--- src/rtl/keypad_scan4x4.sv ---
// 4x4 matrix keypad scanner: column sweep, frame-level debounce,
// one event per press, and a 4-digit shift-in entry buffer.
module keypad_scan4x4 #(
    parameter int NBITS_COMPARE   = 26,
    parameter int COMPARE         = 100_000,
    parameter int DEBOUNCE_FRAMES = 3
) (
    input  logic       clk,
    input  logic       rst,
    input  logic [3:0] row,
    input  logic       clr,
    output logic [3:0] col,
    output logic [3:0] key_code,
    output logic       key_valid,
    output logic [4:0] disp0,
    output logic [4:0] disp1,
    output logic [4:0] disp2,
    output logic [4:0] disp3
);

    localparam logic [NBITS_COMPARE-1:0] LAST = NBITS_COMPARE'(COMPARE - 1);
    localparam logic [3:0] NFR = 4'(DEBOUNCE_FRAMES);
    // nibble {col,row} holds the hex legend of that key
    localparam logic [63:0] KMAP = 64'hDCBA_E963_F852_0741;

    typedef enum logic [1:0] {IDLE, PRESS_CHK, HELD, RELEASE_CHK} state_t;

    logic [3:0]               rs1, rs2;
    logic [NBITS_COMPARE-1:0] dwell;
    logic [1:0]               col_idx;
    logic                     dwell_end;
    logic                     hit;
    logic [1:0]               rsel;
    logic [3:0]               code;
    logic                     f_any;
    logic [3:0]               f_key;
    logic                     acc_any;
    logic [3:0]               acc_key;
    logic                     ev;
    logic                     fr_any;
    logic [3:0]               fr_key;
    state_t                   state, nstate;
    logic [3:0]               cnt, ncnt;
    logic [3:0]               cand, ncand;
    logic                     accept;

    assign col       = ~(4'b0001 << col_idx);
    assign dwell_end = (dwell == LAST);

    always_ff @(posedge clk or negedge rst) begin
        if (!rst) begin
            rs1 <= 4'b1111;
            rs2 <= 4'b1111;
        end else begin
            rs1 <= row;
            rs2 <= rs1;
        end
    end

    always_ff @(posedge clk or negedge rst) begin
        if (!rst) begin
            dwell   <= '0;
            col_idx <= 2'd0;
        end else if (dwell_end) begin
            dwell   <= '0;
            col_idx <= col_idx + 2'd1;
        end else begin
            dwell <= dwell + NBITS_COMPARE'(1);
        end
    end

    // lowest pressed row in the active column wins
    always_comb begin
        hit  = 1'b0;
        rsel = 2'd0;
        for (int i = 3; i >= 0; i--) begin
            if (!rs2[i]) begin
                hit  = 1'b1;
                rsel = 2'(i);
            end
        end
    end

    assign code  = KMAP[{col_idx, rsel, 2'b00} +: 4];
    assign f_any = (col_idx == 2'd0) ? hit : (acc_any | hit);
    assign f_key = (col_idx != 2'd0 && acc_any) ? acc_key : code;

    always_ff @(posedge clk or negedge rst) begin
        if (!rst) begin
            acc_any <= 1'b0;
            acc_key <= 4'h0;
            fr_any  <= 1'b0;
            fr_key  <= 4'h0;
            ev      <= 1'b0;
        end else begin
            ev <= dwell_end && (col_idx == 2'd3);
            if (dwell_end) begin
                acc_any <= f_any;
                acc_key <= f_key;
                if (col_idx == 2'd3) begin
                    fr_any <= f_any;
                    fr_key <= f_key;
                end
            end
        end
    end

    always_comb begin
        nstate = state;
        ncnt   = cnt;
        ncand  = cand;
        accept = 1'b0;
        if (ev) begin
            case (state)
                IDLE: begin
                    if (fr_any) begin
                        ncand = fr_key;
                        ncnt  = 4'd1;
                        if (NFR == 4'd1) begin
                            accept = 1'b1;
                            nstate = HELD;
                        end else begin
                            nstate = PRESS_CHK;
                        end
                    end
                end
                PRESS_CHK: begin
                    if (!fr_any) begin
                        nstate = IDLE;
                    end else if (fr_key == cand) begin
                        ncnt = cnt + 4'd1;
                        if (ncnt == NFR) begin
                            accept = 1'b1;
                            nstate = HELD;
                        end
                    end else begin
                        ncand = fr_key;
                        ncnt  = 4'd1;
                    end
                end
                HELD: begin
                    if (!fr_any) begin
                        ncnt   = 4'd1;
                        nstate = (NFR == 4'd1) ? IDLE : RELEASE_CHK;
                    end
                end
                RELEASE_CHK: begin
                    if (fr_any) begin
                        nstate = HELD;
                    end else begin
                        ncnt = cnt + 4'd1;
                        if (ncnt == NFR) nstate = IDLE;
                    end
                end
                default: nstate = IDLE;
            endcase
        end
    end

    always_ff @(posedge clk or negedge rst) begin
        if (!rst) begin
            state     <= IDLE;
            cnt       <= 4'd0;
            cand      <= 4'h0;
            key_valid <= 1'b0;
            key_code  <= 4'h0;
        end else begin
            state     <= nstate;
            cnt       <= ncnt;
            cand      <= ncand;
            key_valid <= accept;
            if (accept) key_code <= ncand;
        end
    end

    // clear beats a coincident accept; the event itself still fires
    always_ff @(posedge clk or negedge rst) begin
        if (!rst) begin
            disp0 <= 5'd0;
            disp1 <= 5'd0;
            disp2 <= 5'd0;
            disp3 <= 5'd0;
        end else if (clr) begin
            disp0 <= 5'd0;
            disp1 <= 5'd0;
            disp2 <= 5'd0;
            disp3 <= 5'd0;
        end else if (accept) begin
            disp3 <= disp2;
            disp2 <= disp1;
            disp1 <= disp0;
            disp0 <= {1'b1, ncand};
        end
    end

endmodule

--- config.mk ---
export PLATFORM = sky130hd
export DESIGN_NAME = keypad_scan4x4
export DESIGN_NICKNAME = d
export VERILOG_FILES = /design/src/rtl/keypad_scan4x4.sv
export SDC_FILE = /design/constraint.sdc
export NUM_CORES = 1
export LEC_CHECK = 0
export CAP_MARGIN = 0
export CORE_ASPECT_RATIO = 0.75
export CORE_UTILIZATION = 57
export DETAILED_ROUTE_END_ITERATION = 6
export PLACE_DENSITY = 0.79
export SETUP_SLACK_MARGIN = 0.1
export SLEW_MARGIN = 20
export SYNTH_ARGS = -nofsm -noshare
export SYNTH_HDL_FRONTEND = slang
export SYNTH_SLANG_ARGS = --single-unit
--- constraint.sdc ---
create_clock -name clk -period 2.55 [get_ports clk]
set_clock_uncertainty 0.1 [all_clocks]
set_input_delay 0.51 -clock clk [delete_from_list [all_inputs] [get_ports clk]]
set_output_delay 0.51 -clock clk [all_outputs]
set_load 0.02 [all_outputs]
==> results of run 1 <==
## per-layer routing
| layer | vias up | track usage | routed length [um] |
|---|---|---|---|
| met4 | 0 | 0.06302 | 59 |
| met1 | 1214 | 0.2667 | 3047 |
| met3 | 8 | 0.06918 | 215 |
| li1 | 1198 | - | - |
| met5 | - | 0 | 0 |
| met2 | 37 | 0.3262 | 3023 |
## critical path, stage by stage, from the launching register on
cell and delay [ns]:
dfrtp_2 0.41, inv_1 0.11, ha_1 0.21, inv_1 0.04
clkdlybuf4s50_1 0.58
## placed cells by master, fill, tap and decap left out, types with 11 or more instances in the layout
cell	count
mux2i_1	25
inv_1	14
nand4_1	11
nand2_1	15
xnor2_1	22
clkdlybuf4s50_1	31
nand3_1	11
nor2_1	41
dfrtp_1	72
mux2_2	12
## logic make-up after synthesis
kind of cell / after synthesis / share of synthesized area
AND/OR/NAND/NOR: 108 / 0.1565
flip-flops: 82 / 0.5521
multiplexers: 38 / 0.1062
XOR/XNOR: 31 / 0.07270
AO/OA/AOI/OAI: 27 / 0.05059
buffers and inverters: 22 / 0.02914
adder cells (fa/ha/maj): 10 / 0.03283
## sequential cells by signal (all words and copies together) (netlist names), 2 cells and up, named ones only
signal and count:
key_code 4, dwell 26, fr_key 4, rs1 4, disp3 5, col_idx 2
cnt 4, disp0 5, acc_key 4, cand 4, disp1 5, rs2 4
disp2 5
## area by class of cell
type                            count  area, um2  area share
Sequential cell                    82       2064      0.4647
Clock buffer                        9      123.9     0.02788
Tap cell                           81      101.3     0.02281
Multi-Input combinational cell    214       1564      0.3520
Timing Repair Buffer               42      432.9     0.09744
Clock inverter                      7      103.9     0.02337
Inverter                           14      52.55     0.01183
## worst paths after layout
check / to / slack [ns] / cells after the start
setup reg to reg: acc_key[1] / 0.37 / 7
min in group clk: rs2[1] / 0.26 / 0
hold / removal: acc_any / 0.05 / 1
max in group asynchronous: key_code[3] / 1.71 / 2
setup / recovery: col[2] / 0.22 / 4
hold reg to reg: rs2[1] / 0.26 / 0
## power by group
group	switching (mW)	internal [mW]
clock	0.486	0.559
combinational	0.0386	0.0189
sequential	0.00316	1.31
total	0.528	1.89
## per-stage QoR
step | cell area, um2 | power [mW] | util | hold WS [ns] | setup slack [ns]
2_1_floorplan | 3735 | 1.355 | - | 0.1144 | 0.5415
3_3_place_gp | 4198 | 1.398 | 0.6644 | 0.2459 | 0.4169
3_5_place_dp | 4198 | 1.399 | 0.6644 | 0.2469 | 0.3603
4_1_cts | 4436 | 2.448 | 0.7020 | 0.06300 | 0.1418
5_1_grt | 4443 | 2.505 | 0.7032 | 0.09169 | 0.1457
6_report | 4443 | 2.416 | 0.7032 | 0.04839 | 0.2225
## what timing repair did
item | in CTS | in global routing
pin swaps | 0 | 0
endpoints found under the setup margin | 4 | 3
buffers inserted | 1 | 0
gates resized for setup | 2 | 3
==> summary.txt, run 1 <==
Outcome
  • Outcome: completed

Synth
  • Async SR Flop Fraction: 1.000
  • Post-synth EDFFs: 0
  • Synth Area per Inst: between 10 and 15 um2
  • Synth top cells by count: 74 x dfrtp_1, 41 x nor2_1, 25 x mux2i_1, 22 x xnor2_1, 15 x nand2_1
  • Area of the mapped netlist: 3735 um2
  • Syn nets: approximately 330
  • Yosys warns: 0
  • Top cells by area, synth: dfrtp_1 50%, mux2i_1 6.7%, dfstp_2 5.6%
  • Synth Flop Type: dfrtp_1
  • #FFs+latches synth: 82
  • Most common cell in the netlist: dfrtp_1
  • Post-synthesis cell count: 318
  • Share of the synthesized area in the top cell type: 0.4958
  • Number of distinct library cells after synthesis: 45
  • Cell taking the most area after synthesis: dfrtp_1
  • Register area share after synthesis: 0.5521

Timing
  • Final setup fails: 0
  • Final Max Slew Viols: 0
  • Fin Setup TNS: 0 ns
  • Crit share post-route: 0.9127
  • Max Clk Rate: 429.7 MHz
  • Fin. Hold Viols: 0
  • RSZ-0062 raised after global routing: false
  • Post-layout min period: 2.327 ns
  • Worst-margin pin slew: 0.7286 ns
  • Max_slew headroom: 0.5130

Worst setup path
  • Arrival @ worst endpoint: roughly 1.7 ns
  • Critical Path Sink Type: primary output
  • WS Path Type: reg -> out
  • Critical Path RT: 1.94 ns
  • Worst setup SP type: register
  • Worst Setup SP: col_idx[0]
  • Critical-path maximum fanout: 5
  • Reg2reg start: rs2[3]

Flow run
  • Max-capacitance violation count: 0

Clock network
  • Cts bufs inserted: 9
  • Clk sinks: 82
  • CTS tree: yes
  • Hold Buf Count CTS: 0
  • Clk buf depth: 2
  • Worst skew pair latency: approximately 0.36 ns
  • H-tree Lvls: 3
  • Root Buffer Master: clkbuf_8
  • Worst-path clk slew: 0.08 ns

Routing
  • Routed len/inst: 14.13 um
  • Iteration-0 DRC Markers: 58
  • DRT Pass-1 Iters: 4
  • DR vias/cell: 5.472
  • Post-DRT Antenna Nets: 0
  • Vias after detailed routing: 2457
  • Post-route DRC: 0
  • Final wirelength: approximately 6300 um

Layout
  • Post-route non-filler standard cell count: 449
  • Layout cell share with drive strength beyond 1: 0.1440
  • Area delta synth->final: 18.96%
  • Fin nets: 379
  • Fillers: 456
  • ANT cells: 0

Global route
  • Gr ovfl total: 0
  • GRT Overall Usage: 0.2046
  • Initial antenna violation count: 0
  • Largest net degree at the start of global routing: 47
  • First-pass GRT wire length: 10580 um
  • Vias in the first global route: 2323

Power and ir drop
  • Maximum vdd drop: 0.0003390 V
  • Leak: 1.989 nW
  • Pwr per Cell Area: roughly 540 nW/um2

Place
  • Total placed cells including tap cells: 432
  • RePlAce Congestion: between 0.7 and 0.8
  • PortBufs: 35
  • DPL Wire Length: 4410 um

Floorplan
  • DIE WIDTH: ~95 um
  • DIE AREA: around 6900 um2
  • Std cell rows: 25
  • Die Ht: between 70 and 80 um
  • I/O pin cnt: 36
  • CORE AREA: 6319 um2
  • Initial Util: 0.5911

Min path
  • Worst Hold Class: in -> async
Note: power is estimated with default switching activity, not from simulation.
==> inputs of run 2 (changes only) <==
- CORE_MARGIN: not set -> 2
==> summary.txt, run 2 (synthesis results as in run 1) <==
Global route
  • Largest net degree at the start of global routing: 43
  • Gr ovfl total: 0
  • First-pass GRT wire length: 11560 um
  • Initial antenna violation count: 0
  • GRT Overall Usage: 0.2004
  • Vias in the first global route: 2442

Worst setup path
  • WS Path Type: reg -> out
  • Crit-path cells: buf_4, ha_1, inv_1, clkdlybuf4s50_1
  • CP peak stage delay: 0.58 ns
  • Worst Setup SP: col_idx[1]
  • Critical-path maximum fanout: 3
  • Critical Path RT: 1.94 ns
  • Reg2reg start: rs2[3]
  • Delay-heaviest family, CP: buffers and inverters
  • Slowest-stage cell, CP: clkdlybuf4s50_1
  • Critical Path Sink Type: primary output
  • Worst setup SP type: register
  • WP buf/inv: 3
  • Arrival @ worst endpoint: 1.74 ns

Place
  • RePlAce Congestion: ~0.76
  • Place WS: 0.3773 ns
  • PortBufs: 35
  • DPL Wire Length: between 4000 and 5000 um
  • Total placed cells including tap cells: 432

Clock network
  • CTS tree: yes
  • Root Buffer Master: clkbuf_8
  • Worst skew pair latency: between 0.3 and 0.4 ns
  • Clk sinks: 82
  • Cts bufs inserted: 9
  • Worst-path clk slew: roughly 0.090 ns
  • Clk buf depth: 2
  • H-tree Lvls: 3

Timing
  • Post-layout min period: 2.346 ns
  • RSZ-0062 raised after global routing: false
  • Final setup fails: 0
  • Setup ws final: 0.2035 ns
  • Fin Setup TNS: 0 ns
  • Hold Slack: approximately 0.26 ns
  • Max_slew headroom: 0.5195
  • Fin. Hold Viols: 0
  • Crit share post-route: 0.9202
  • Worst-margin pin slew: 0.7186 ns
  • Final Max Slew Viols: 0
  • Max Clk Rate: between 400 and 500 MHz

Layout
  • Fin nets: 383
  • Post-route non-filler standard cell count: 453
  • Commonest non-fill, non-tap cell in the layout: dfrtp_1
  • Most frequent cells in the layout: 72 x dfrtp_1, 41 x nor2_1, 32 x clkdlybuf4s50_1
  • Number of flip-flops in the largest register: 26
  • Layout cell share with drive strength beyond 1: 0.1505
  • ANT cells: 0
  • Largest Register: dwell
  • Area delta synth->final: 18.46%
  • Layout Utilization: 0.7002
  • Fillers: 480

Routing
  • Routed len/inst: 14.74 um
  • Iteration-0 DRC Markers: 111
  • Final wirelength: 6675 um
  • Post-route DRC: 0
  • DRT Pass-1 Iters: 4
  • Post-DRT Antenna Nets: 0
  • DR vias/cell: 5.481
  • Vias after detailed routing: around 2500

Flow run
  • Max-capacitance violation count: 0

Min path
  • Worst Hold Class: reg -> reg
  • Critical hold path startpoint: rs1[2]

Floorplan
  • Initial Util: 0.5911
  • DIE AREA: 7223 um2
  • Std cell rows: 25
  • DIE WIDTH: 97.47 um
  • I/O pin cnt: 36
  • CORE AREA: 6319 um2
  • Die Ht: about 74 um

Outcome
  • Outcome: completed

Power and ir drop
  • Leak: slightly below 2 nW
  • Pwr per Cell Area: 502.2 nW/um2
  • Maximum vdd drop: between 0.0002 and 0.0003 V
## run 2: where the power goes
group,switching (mW),internal [mW]
sequential,0.00306,1.31
clock,0.489,0.360
combinational,0.0398,0.0199
total,0.532,1.69
## run 2: area by class of cell
type / instances / area, um2 / area share
Inverter: 14 / 52.55 / 0.01188
Tap cell: 81 / 101.3 / 0.02291
Sequential cell: 82 / 2064 / 0.4666
Clock inverter: 7 / 55.05 / 0.01244
Clock buffer: 9 / 123.9 / 0.02800
Multi-Input combinational cell: 214 / 1564 / 0.3535
Timing Repair Buffer: 46 / 462.9 / 0.1046
## run 2: worst paths after layout
| check | end | slack [ns] | cells after the start |
|---|---|---|---|
| setup / recovery | col[2] | 0.20 | 4 |
| hold / removal | rs2[2] | 0.26 | 0 |
| setup reg to reg | acc_key[2] | 0.36 | 6 |
| hold reg to reg | rs2[2] | 0.26 | 0 |
| max in group asynchronous | rs1[0] | 1.26 | 3 |
| min in group asynchronous | acc_key[0] | 0.47 | 2 |
## run 2: what timing repair did
action | 4_1_cts | 5_1_grt
hold buffers | 1 | 0
pin swaps | 0 | 0
resized for setup | 2 | 2
setup endpoints to repair | 4 | 3
hold endpoints to repair | 14 | 0
buffers inserted | 2 | 2
## run 2: per-stage QoR
step | instance area (um2) | power (mW)
2_1_floorplan | 3735 | 1.355
3_3_place_gp | 4198 | 1.398
4_1_cts | 4404 | 2.254
6_report | 4424 | 2.222
3_5_place_dp | 4198 | 1.399
5_1_grt | 4424 | 2.312
## run 2: worst register-to-register path, stage by stage (launching register included)
cell     delay, ns
dfstp_2       0.55
nor2b_1       0.05
o21ai_0       0.43
ha_1          0.34
mux2_2        0.26
o211a_1       0.23
a21oi_1       0.16
## run 2: routing by layer
layer	vias to the layer above	share of wire	global-route usage
met3	11	0.029	0.05169
met1	1242	0.48	0.2746
li1	1203	-	-
met5	-	0	0
met2	27	0.48	0.3218
met4	0	0.010	0.06327
==> inputs of run 3 (changes only) <==
- HOLD_SLACK_MARGIN: not set -> 0.03
==> results of run 3 <==
The final DEF is identical to that of run 2; final timing and power are the same.
==> RTL change 1 (flow settings as in run 1) <==
Encoding of `state_t`: now one-hot (4 bits for 4 states).
--- a/src/rtl/keypad_scan4x4.sv
+++ b/src/rtl/keypad_scan4x4.sv
@@ -23,7 +23,7 @@
     // nibble {col,row} holds the hex legend of that key
     localparam logic [63:0] KMAP = 64'hDCBA_E963_F852_0741;
 
-    typedef enum logic [1:0] {IDLE, PRESS_CHK, HELD, RELEASE_CHK} state_t;
+    typedef enum logic [3:0] {IDLE = 4'b0001, PRESS_CHK = 4'b0010, HELD = 4'b0100, RELEASE_CHK = 4'b1000} state_t;
 
     logic [3:0]               rs1, rs2;
     logic [NBITS_COMPARE-1:0] dwell;
Behaviour: same outputs for any inputs over 10 cycles, from zero or initial values and one cycle with rst low; not proved beyond that.
==> RTL change 1 against run 1 <==
Register-to-register slack worse by 0.13 ns; power down 2.4%; sequential cell count is 2 higher; worst setup slack worse by 0.0043 ns; routed wire length rose by 13%; sequential share of layout area decreased by 0.061 points; cell area grew 2.6%; die area increased by 4.8%; clock power shrank 9.7%; non-clock buffer count unchanged; critical path depth is the same; count of clock-buffer cells in the layout up 4; core utilization increased by 0.099 points; synthesized area rose by 4.9%; highest routed layer unchanged.
==> RTL change 1: results (changes against run 1) <==
Outcome
  • Result of the run: finished clean (unchanged)

Logic synthesis
  • Area share of xor/xnor cells in the synthesized design: 6.93% (was 7.27%)
  • Compound-Gate Fraction of Synth Area: 12.2% (was 5.06%)
  • Share of synthesized cell area in full adder, half adder and majority cells: 3.13% (was 3.28%)
  • Cell types with the highest counts after synthesis: dfrtp_1 (75), nor2_1 (30), nand2_1 (22) (was dfrtp_1 (74), nor2_1 (41), mux2i_1 (25))
  • Distinct cell type count of the synthesized netlist: 59 (was 45)
  • Fraction of synthesized area in multiplexers: 5.17% (was 10.6%)
  • Portion of the post-synthesis area used by sequential elements: 53.9% (was 55.2%)
  • Average size of a mapped cell: 11.6 µm² (was 11.7 µm²)
  • Syn Nets: 354 (was 334)

Route
  • WL met2: 3.32 mm (was 3.02 mm)
  • Per-cell via count in the routed design: 5.70 (was 5.47)
  • Violation count after the first detailed-routing iteration: 164 (was 58)
  • Total routed wire length on the met1 layer: 3.47 mm (was 3.05 mm)
  • Met3 wire length: 344 µm (was 215 µm)

Clocking
  • Resized cells post-CTS: 3 (was 2)
  • CTS Hold Bufs: 1 (was 0)

Power
  • IR drop worst, VDD: 0.000309 V (was 0.000339 V)

Timing
  • Transition at the pin with the smallest max-transition slack: 0.570 ns (was 0.729 ns)
  • F_max: 0.429 GHz (was 0.430 GHz)
  • Worst hold slack after final layout: 0.257 ns (was 0.0484 ns)

Placement
  • Placed Cells incl. Taps: 447 (was 432)
  • Detailed placement HPWL: 4.90 mm (was 4.41 mm)
  • Post-Place Setup Slack: 0.188 ns (was 0.360 ns)
  • Last weighted congestion value of the routability-driven placer: 0.861 (was 0.788)

GRT
  • Vias in the first global route: 2590 (was 2323)
  • Pin count of the biggest net entering global routing: 60 (was 47)
  • GR met2 Demand/Resource: 34.8% (was 32.6%)

Finish
  • Layout multi-input combinational cell count: 224 (was 214)
  • # clk buffers: 13 (was 9)
  • # nets final: 396 (was 379)
  • Number of flip-flops and latches: 84 (was 82)
  • Area fraction of clock buffers and clock inverters: 4.28% (was 5.13%)
  • Fill cell count: 455 (was 456)
  • Proportion of final cell area spent on non-clock buffers: 9.11% (was 9.74%)

Worst hold path
  • Path category of the worst min-delay check: register to register (was primary input to asynchronous set/reset pin)

Worst setup path
  • Number of cell instances on the worst register-to-register path: 5 (was 7)
  • Maximum fanout encountered on the critical timing path: 6 (was 5)

Floorplan
  • Core box area: 6470 µm² (was 6320 µm²)
==> RTL change 1: cell count changes in the layout (fill, tap and decap cells not counted), moves of 7 or more <==
cell	change
nor2_1	-11
xor2_1	+9
mux2i_1	-25
xnor2_1	-9
nand2_1	+7
a22o_2	+18
==> RTL change 1: worst max-delay path, stage by stage, from the launching register on <==
cell and delay [ns]:
dfrtp_2 0.44, inv_1 0.11, ha_1 0.19, inv_1 0.04, clkdlybuf4s50_1 0.60
==> RTL change 1: worst paths after layout <==
path / from / end
max in group asynchronous: rst / rs1[2]
hold reg to reg: rs1[1] / rs2[1]
hold / removal: rs1[1] / rs2[1]
setup reg to reg: dwell[0] / acc_key[0]
min in group asynchronous: rst / dwell[12]
setup / recovery: col_idx[1] / col[1]
==> RTL change 1: report_power, final <==
part	switching, µW	internal [µW]
combinational	42.1	21.9
clock	465	483
sequential	3.84	1340
==> RTL change 2 (config.mk and constraints of run 1) <==
Without the edit above. `NBITS_COMPARE`: 26 -> 52.
--- a/src/rtl/keypad_scan4x4.sv
+++ b/src/rtl/keypad_scan4x4.sv
@@ -1,7 +1,7 @@
 // 4x4 matrix keypad scanner: column sweep, frame-level debounce,
 // one event per press, and a 4-digit shift-in entry buffer.
 module keypad_scan4x4 #(
-    parameter int NBITS_COMPARE   = 26,
+    parameter int NBITS_COMPARE   = 52,
     parameter int COMPARE         = 100_000,
     parameter int DEBOUNCE_FRAMES = 3
 ) (
Formal check against the unedited RTL: no difference found for any inputs over 10 cycles, from zero or initial values and one cycle with rst low; that may be too few to reach the edited logic, so the function may still have changed.
==> RTL change 2 against run 1 <==
Synthesized area is 33% higher; sequential cell count is 26 higher; power is 37% higher; final cell count is 32% higher; routed wire length is 43% higher; register-to-register slack worse by 0.13 ns; cell area is 31% higher; count of clock-buffer cells in the layout stayed put; worst setup slack worse by 0.017 ns; critical endpoint is now col[3]; largest cell class unchanged; largest power group unchanged.
==> RTL change 2: results (changes against run 1) <==
Route
  • WL final: 9.09 mm (was 6.35 mm)
  • Met3 wire length: 350 µm (was 215 µm)
  • WL met2: 4.24 mm (was 3.02 mm)
  • Total routed wire length on the met1 layer: 4.35 mm (was 3.05 mm)
  • Per-cell via count in the routed design: 5.60 (was 5.47)

Power
  • Internal: 2620 µW (was 1890 µW)
  • Pleak: 0.00286 µW (was 0.00199 µW)
  • Net switching power of the design: 696 µW (was 528 µW)
  • Part of the power in registers: 52.0% (was 54.4%)
  • IR drop worst, VDD: 0.000498 V (was 0.000339 V)
  • Power consumed by combinational cells: 69.2 µW (was 57.5 µW)

Finish
  • Layout multi-input combinational cell count: 301 (was 214)
  • # nets final: 496 (was 379)
  • Sequential portion of the cell area: 46.6% (was 46.5%)
  • Fill cell count: 619 (was 456)
  • Area fraction of clock buffers and clock inverters: 5.69% (was 5.13%)
  • Area of combinational cells with multiple inputs: 2150 µm² (was 1560 µm²)
  • Number of flip-flops under the largest register name: 52 (was 26)
  • Number of flip-flops and latches: 108 (was 82)
  • Inverters excl. clock: 16 (was 14)
  • Nonclk buf count: 44 (was 42)

Logic synthesis
  • Portion of the post-synthesis area used by sequential elements: 54.7% (was 55.2%)
  • Share of synthesized cell area in full adder, half adder and majority cells: 2.47% (was 3.28%)
  • Ranking of synthesized cells by area: dfrtp_1 (50%), xnor2_1 (5.3%), xor2_1 (4.6%), mux2i_1 (4.4%), dfstp_2 (4.2%) (was dfrtp_1 (50%), mux2i_1 (6.7%), dfstp_2 (5.6%), xnor2_1 (5.2%), nor2_1 (4.1%))
  • Fraction of synthesized area in multiplexers: 8.30% (was 10.6%)
  • Syn Nets: 450 (was 334)
  • Distinct cell type count of the synthesized netlist: 47 (was 45)
  • Compound-Gate Fraction of Synth Area: 3.23% (was 5.06%)
  • Cell types with the highest counts after synthesis: dfrtp_1 (100), nor2_1 (43), nand2_1 (30), xnor2_1 (30), xor2_1 (26) (was dfrtp_1 (74), nor2_1 (41), mux2i_1 (25))
  • Area share of xor/xnor cells in the synthesized design: 9.89% (was 7.27%)

Timing
  • Normalized max-slew margin: 55.9% (was 51.3%)

Clocking
  • Clock root buffer: clkbuf_16 (was clkbuf_8)

GRT
  • Routing usage on met1: 30.6% (was 26.7%)
  • Pin count of the biggest net entering global routing: 50 (was 47)
  • Met3 layer usage reported by global route: 5.62% (was 6.92%)
  • Wire length of the first global-routing pass: 15.3 mm (was 10.6 mm)

Placement
  • Last weighted congestion value of the routability-driven placer: 0.856 (was 0.788)
  • Post-Place Setup Slack: 0.171 ns (was 0.360 ns)

Outcome
  • Result of the run: finished clean (unchanged)

Worst setup path
  • Worst stage delay on the critical path: 0.61 ns (was 0.58 ns)
  • Maximum fanout encountered on the critical timing path: 7 (was 5)
[RTL change 2: cell count changes after synthesis, moves of 8 or more]
cell	delta
dfrtp_1	+26
xor2_1	+17
nand2_1	+15
nand3_1	+12
and3_1	+9
xnor2_1	+8
[RTL change 2: path summary, 6_finish.rpt]
check	start	to	slack, ns	cells after the start
min in group clk	rs1[1]	rs2[1]	0.25	0
min reg2reg	rs1[1]	rs2[1]	0.25	0
max in group asynchronous	rst	dwell[51]	1.54	2
max	col_idx[1]	col[3]	0.21	3
max reg2reg	dwell[0]	dwell[46]	0.24	6
min	rst	acc_key[0]	0.07	1
[RTL change 2: what timing repair did]
item,4_1_cts,5_1_grt
gates resized for setup,2,4
endpoints found under the hold margin,0,0
setup endpoints to repair,4,8
pin swaps,0,1
buffers inserted,1,1
[RTL change 2: through the flow]
| step | cells | area [µm²] |
|---|---|---|
| CTS | 592 | 5800 |
| global route | 593 | 5830 |
| global placement | 575 | 5460 |
| floorplan | 434 | 4960 |
| detailed placement | 575 | 5460 |
| finish | 593 | 5830 |
